[src/rtl/zoom_mode_ctrl.sv]
// Switch/button conditioning for the zoom datapath: synchronise, debounce, stage the requested
// mode and zoom level, and commit them to the outputs only on a frame boundary.
module zoom_mode_ctrl #(
   parameter int DEBOUNCE_CYCLES = 1_000_000,
   parameter int CNT_W           = 20,
   parameter int MAX_LEVEL       = 3
) (
   input  logic       clk,
   input  logic       reset_n,
   input  logic [2:0] sw_in,
   input  logic [1:0] key_n_in,
   input  logic       frame_start,
   output logic       zoom_in_select,
   output logic       zoom_out_select,
   output logic       use_block_avg_select,
   output logic [1:0] zoom_level,
   output logic       mode_changed,
   output logic       pending
);

   // Bits [2:0] are switches (idle 0), bits [4:3] are active-low keys (idle 1).
   localparam logic [4:0]       RST_VAL   = 5'b11000;
   localparam logic [CNT_W-1:0] CNT_LAST  = CNT_W'(DEBOUNCE_CYCLES - 1);
   localparam logic [1:0]       LEVEL_MAX = 2'(MAX_LEVEL);

   logic [4:0] w_raw;
   logic [4:0] r_sync1;
   logic [4:0] r_sync2;
   logic [4:0] w_stable;
   logic [1:0] w_press;

   assign w_raw = {key_n_in, sw_in};

   always_ff @(posedge clk or negedge reset_n) begin
      if (!reset_n) begin
         r_sync1 <= RST_VAL;
         r_sync2 <= RST_VAL;
      end else begin
         r_sync1 <= w_raw;
         r_sync2 <= r_sync1;
      end
   end

   generate
      for (genvar gi = 0; gi < 5; gi++) begin : g_deb
         logic [CNT_W-1:0] r_cnt;
         logic             r_stable;

         always_ff @(posedge clk or negedge reset_n) begin
            if (!reset_n) begin
               r_cnt    <= '0;
               r_stable <= RST_VAL[gi];
            end else if (r_sync2[gi] == r_stable) begin
               r_cnt <= '0;
            end else if (r_cnt == CNT_LAST) begin
               r_stable <= r_sync2[gi];
               r_cnt    <= '0;
            end else begin
               r_cnt <= r_cnt + 1'b1;
            end
         end

         assign w_stable[gi] = r_stable;

         // A press is the accepted 1->0 transition of a key, seen on the accepting edge.
         if (gi >= 3) begin : g_key
            assign w_press[gi-3] = r_stable & ~r_sync2[gi] & (r_cnt == CNT_LAST);
         end
      end
   endgenerate

   logic       w_req_in;
   logic       w_req_out;
   logic       w_req_avg;
   logic       r_stg_in;
   logic       r_stg_out;
   logic       r_stg_avg;
   logic [1:0] r_stg_level;

   assign w_req_in  = w_stable[0] & ~w_stable[1];
   assign w_req_out = w_stable[1] & ~w_stable[0];
   assign w_req_avg = w_req_out & w_stable[2];

   always_ff @(posedge clk or negedge reset_n) begin
      if (!reset_n) begin
         r_stg_in    <= 1'b0;
         r_stg_out   <= 1'b0;
         r_stg_avg   <= 1'b0;
         r_stg_level <= 2'd0;
      end else begin
         r_stg_in  <= w_req_in;
         r_stg_out <= w_req_out;
         r_stg_avg <= w_req_avg;
         if (w_press[0] && !w_press[1]) begin
            if (r_stg_level != LEVEL_MAX)
               r_stg_level <= r_stg_level + 2'd1;
         end else if (w_press[1] && !w_press[0]) begin
            if (r_stg_level != 2'd0)
               r_stg_level <= r_stg_level - 2'd1;
         end
      end
   end

   assign pending = ({r_stg_in, r_stg_out, r_stg_avg, r_stg_level} !=
                     {zoom_in_select, zoom_out_select, use_block_avg_select, zoom_level});

   // Commit samples the staged registers as they stand before this edge.
   always_ff @(posedge clk or negedge reset_n) begin
      if (!reset_n) begin
         zoom_in_select       <= 1'b0;
         zoom_out_select      <= 1'b0;
         use_block_avg_select <= 1'b0;
         zoom_level           <= 2'd0;
         mode_changed         <= 1'b0;
      end else begin
         mode_changed <= frame_start & pending;
         if (frame_start && pending) begin
            zoom_in_select       <= r_stg_in;
            zoom_out_select      <= r_stg_out;
            use_block_avg_select <= r_stg_avg;
            zoom_level           <= r_stg_level;
         end
      end
   end

endmodule
[config.mk]
export PLATFORM = sky130hd
export DESIGN_NAME = zoom_mode_ctrl
export DESIGN_NICKNAME = d
export VERILOG_FILES = /design/src/rtl/zoom_mode_ctrl.sv
export SDC_FILE = /design/constraint.sdc
export NUM_CORES = 1
export LEC_CHECK = 0
export CELL_PAD_IN_SITES_DETAIL_PLACEMENT = 1
export CELL_PAD_IN_SITES_GLOBAL_PLACEMENT = 1
export CORE_MARGIN = 5
export CORE_UTILIZATION = 30
export DETAILED_ROUTE_END_ITERATION = 12
export PLACE_DENSITY_LB_ADDON = 0.1
export SLEW_MARGIN = 40
export SYNTH_ARGS = -nofsm -noshare
export SYNTH_HDL_FRONTEND = slang
export SYNTH_SLANG_ARGS = --single-unit
[constraint.sdc]
create_clock -name clk -period 2.5 [get_ports clk]
set_input_delay 0.75 -clock clk [delete_from_list [all_inputs] [get_ports clk]]
set_output_delay 0.75 -clock clk [all_outputs]
set_load 0.05 [all_outputs]
==> results.yml <==
routing:
  remaining_drc_errors: 0
  routed_wirelength_mm: 13.76
  detail_route.iter0.violations: 160
  ant_nets: 0
  drtPass1Iterations: 4
  via_count: 4531
  wire_per_inst_um: 15.09
  route.detailed.vias_per_inst: 4.968
yosys:
  number_of_flops_mapped_to_enable_cells_by_yosys: 0
  synth_seq_cells: 126
  synthAdderAreaFrac: 0.01656
  synth_top_family_by_area: "simple AND/OR/NAND/NOR gates"
  synth.mux.area_fraction: 0.02029
  synthFlopType: "sky130_fd_sc_hd__dfrtp_1"
  syn-mean-instance-area_sq_um: 10.02
  share_of_the_synthesized_netlist_area_taken_by_xor_and_xnor_gates: 0.09418
  synth.top_cell.area_share: 0.4968
  synth.yosys.seq_area_share: 0.5229
  mappedNetlistArea_sq_mm: 0.006045
  synth.most_common_cell: "sky130_fd_sc_hd__dfrtp_1"
  synth.net_count: 619
  post_synth_and_or_nand_nor_area_fraction: 0.2472
  synthesis.instances: 603
  synthDominantAreaCellType: "sky130_fd_sc_hd__dfrtp_1"
  synth.top_cells.by_count: "120 x sky130_fd_sc_hd__dfrtp_1, 71 x sky130_fd_sc_hd__nor2_1, 38 x sky130_fd_sc_hd__nand3_1, 37 x sky130_fd_sc_hd__nand2_1, 36 x sky130_fd_sc_hd__xor2_1"
  synth_cell_type_count: 42
  synthTopCellsByArea: "sky130_fd_sc_hd__dfrtp_1 50%, sky130_fd_sc_hd__xor2_1 5.2%, sky130_fd_sc_hd__nor2_1 4.4%"
  yosysWarnings: 0
  synth_area_in_compound_gates: 0.07203
  postSynth.asyncResetShare: 1.000
worst_setup_path:
  cp_slowest_cell: "sky130_fd_sc_hd__clkdlybuf4s50_1"
  path_class: "reg -> out"
  timing.critical_path.buf_inv: 1
  critical_path.max_fanout: 3
  worst-endpoint-required_ns: 1.75
  critical_path_arrival_ns: 1.66
  r2r_start: "g_deb[3].r_cnt[0]"
  logic_depth_of_the_worst_setup_path_including_buffers: 1
  rrSetupSlack_ns: 0.29
  ff2ff_path_depth: 7
  critPathTopFamily: "buffers and inverters"
  startpoint_type_of_the_worst_setup_path: "register"
  cp-endpoint: "zoom_level[1]"
  timing.critical_path.slowest_cell_delay_ns: 0.83
  setup.worst_path.start: "zoom_level[1]"
  worstPathCellList: "clkdlybuf4s50_1"
  crit-reg2reg-capture: "r_stg_level[1]"
  timing.critical_path.to_type: "primary output"
clock_network:
  cts.repair_timing.setup_buffer_count: 0
  cts_buffers: 17
  clock_insertion_delay_worst_skew_ns: 0.42
  postCtsResizedCells: 0
  root_buffer: "sky130_fd_sc_hd__clkbuf_16"
  cts_hold_bufs: 0
  cts_buffer_depth: 2
  tritoncts: "built"
  clk_pin_slew_ns: 0.06
  htreeDepth: 4
  numClockSinks: 126
placement:
  port-buffer-count: 14
  dpl_worst_slack_ns: 0.2353
  placedCellCount: 880
  routabilityCongestion: 0.7410
  place.detailed.hpwl_mm: 9.891
  place_area_sq_mm: 0.006553
global_route:
  grt_pass1_vias: 4864
  antenna_found_initial: 0
  grt-ovfl-total: 0
  globalRouteTotalUtil: 0.1262
  first_pass_grt_wire_length_mm: 24.31
  grt_start_max_net_pins: 51
die:
  core_area_sq_mm: 0.02004
  design.die.area_sq_mm: 0.02309
  die_width_um: 151.9
  effective_utilization_at_floorplan: 0.3016
  num_io_pins: 15
  floorplan.rows: 52
  die_height_um: 151.9
timing:
  worst_clock_skew_ns: 0.005929
  max_slew_margin: 0.6655
  post-route-worst-setup-slack_ns: 0.09021
  final-setup-viol-count: 0
  timing.final.max_slew_violations: 0
  min_clock_period_post_route_ns: 2.410
  grt_setup_unrepaired: "no"
  timing.final.crit_share: 0.9639
  setup_total_neg_slack_ns: 0
  fin_hold_ws_ns: 0.2701
  hold_viol: 0
  tightest_slew_ns: 0.5002
  fmax_mhz: 415.0
power:
  powerDensity_mw_per_mm2: 658.3
  cell_internal_pwr_mw: 3.601
  sequentialPowerShare: 0.446
  clock_power_share: 0.523
  combinational_group_share_of_total_power: 0.031
  leak_pwr_nw: 2.871
  sw_frac_of_total: 0.2348
  power.ir.vdd_worst_mv: 0.3809
  p_switching_mw: 1.105
job:
  max_cap_viol_count: 0
layout:
  nets: 645
  layout-drive-gt1-share: 0.1231
  post_layout_nonfiller_instances: 912
  multi_input_area_sq_mm: 0.002736
  fillerInstances: 2310
  finish.instance_area_sq_mm: 0.007148
  num_antenna_cells: 0
  ff_latch_area_sq_mm: 0.003161
  area_delta_synth_final_pct: 18.26
status:
  status: "complete, no violations"
worst_hold_path:
  hold_path.class: "in -> async"
per-stage QoR:
stage | power, mW | util
detailed placement | 2.289 | 0.3270
global route | 4.920 | 0.3567
CTS | 4.801 | 0.3565
floorplan | 2.189 | -
global placement | 2.284 | 0.3270
finish | 4.706 | 0.3567
state kept, by name, indices dropped and copies added (netlist names):
signal / count
g_deb.r_cnt: 100
g_deb.r_stable: 5
mode_changed: 1
r_stg_avg: 1
r_stg_in: 1
r_stg_level: 2
r_stg_out: 1
r_sync1: 5
r_sync2: 5
use_block_avg_select: 1
zoom_in_select: 1
zoom_level: 2
zoom_out_select: 1
layer usage:
layer  track usage  routed length, um
met1        0.1579               6369
met2        0.2138               6934
met3       0.03185                293
met4       0.04152                160
met5             0                  0
cell type report:
cell class / count / share of cell area
flip-flops and latches: 126 / 0.4421
clock inverters: 15 / 0.02311
well taps: 270 / 0.04726
clock buffers: 17 / 0.05951
inverters: 19 / 0.009977
multi-input cells: 437 / 0.3828
repair buffers: 28 / 0.03518
power by group through the flow:
stage | registers [mW] | logic (mW) | clock network [mW]
after floorplan | 2.13 | 0.0618 | 0
after global placement | 2.13 | 0.151 | 0
after detailed placement | 2.13 | 0.155 | 0
after CTS | 2.10 | 0.156 | 2.55
after global routing | 2.10 | 0.171 | 2.65
final | 2.10 | 0.146 | 2.46
cells in the final DEF, fill, tap and decap left out, types with 12 or more instances in the layout:
master	synthesis	final
sky130_fd_sc_hd__nand3_1	38	38
sky130_fd_sc_hd__inv_1	19	19
sky130_fd_sc_hd__xor2_1	36	36
sky130_fd_sc_hd__xnor2_1	29	29
sky130_fd_sc_hd__nor2_1	71	71
sky130_fd_sc_hd__clkbuf_16	0	17
sky130_fd_sc_hd__or4_1	19	19
sky130_fd_sc_hd__nand4_1	24	24
sky130_fd_sc_hd__a21oi_1	34	34
sky130_fd_sc_hd__nand2_1	37	37
sky130_fd_sc_hd__or3_1	17	17
sky130_fd_sc_hd__o31ai_1	14	12
sky130_fd_sc_hd__nor3_1	17	16
sky130_fd_sc_hd__buf_4	0	16
sky130_fd_sc_hd__dfrtp_1	120	120
sky130_fd_sc_hd__o21ai_0	21	21
worst min path at each step:
stage | to | slack, ns | startpoint | cells past startpoint
after floorplan | r_sync2[0] | 0.33 | r_sync1[0] | 0
final | g_deb[3].r_cnt[9] | 0.27 | reset_n | 1
after CTS | g_deb[3].r_cnt[3] | 0.28 | reset_n | 1
after global routing | g_deb[3].r_cnt[3] | 0.30 | reset_n | 1
after detailed placement | r_sync2[0] | 0.34 | r_sync1[0] | 0
after global placement | r_sync2[2] | 0.34 | r_sync1[2] | 0
logic make-up (layout without fill, tap and decap cells):
logic type               after synthesis  in the layout
flip-flops                           126            126
XOR/XNOR                              65             65
buffers and inverters                 40             79
AO/OA/AOI/OAI                         75             75
multiplexers                          11             11
AND/OR/NAND/NOR                      278            278
adder cells (fa/ha/maj)                8              8
(Power assumes the default switching activity.)
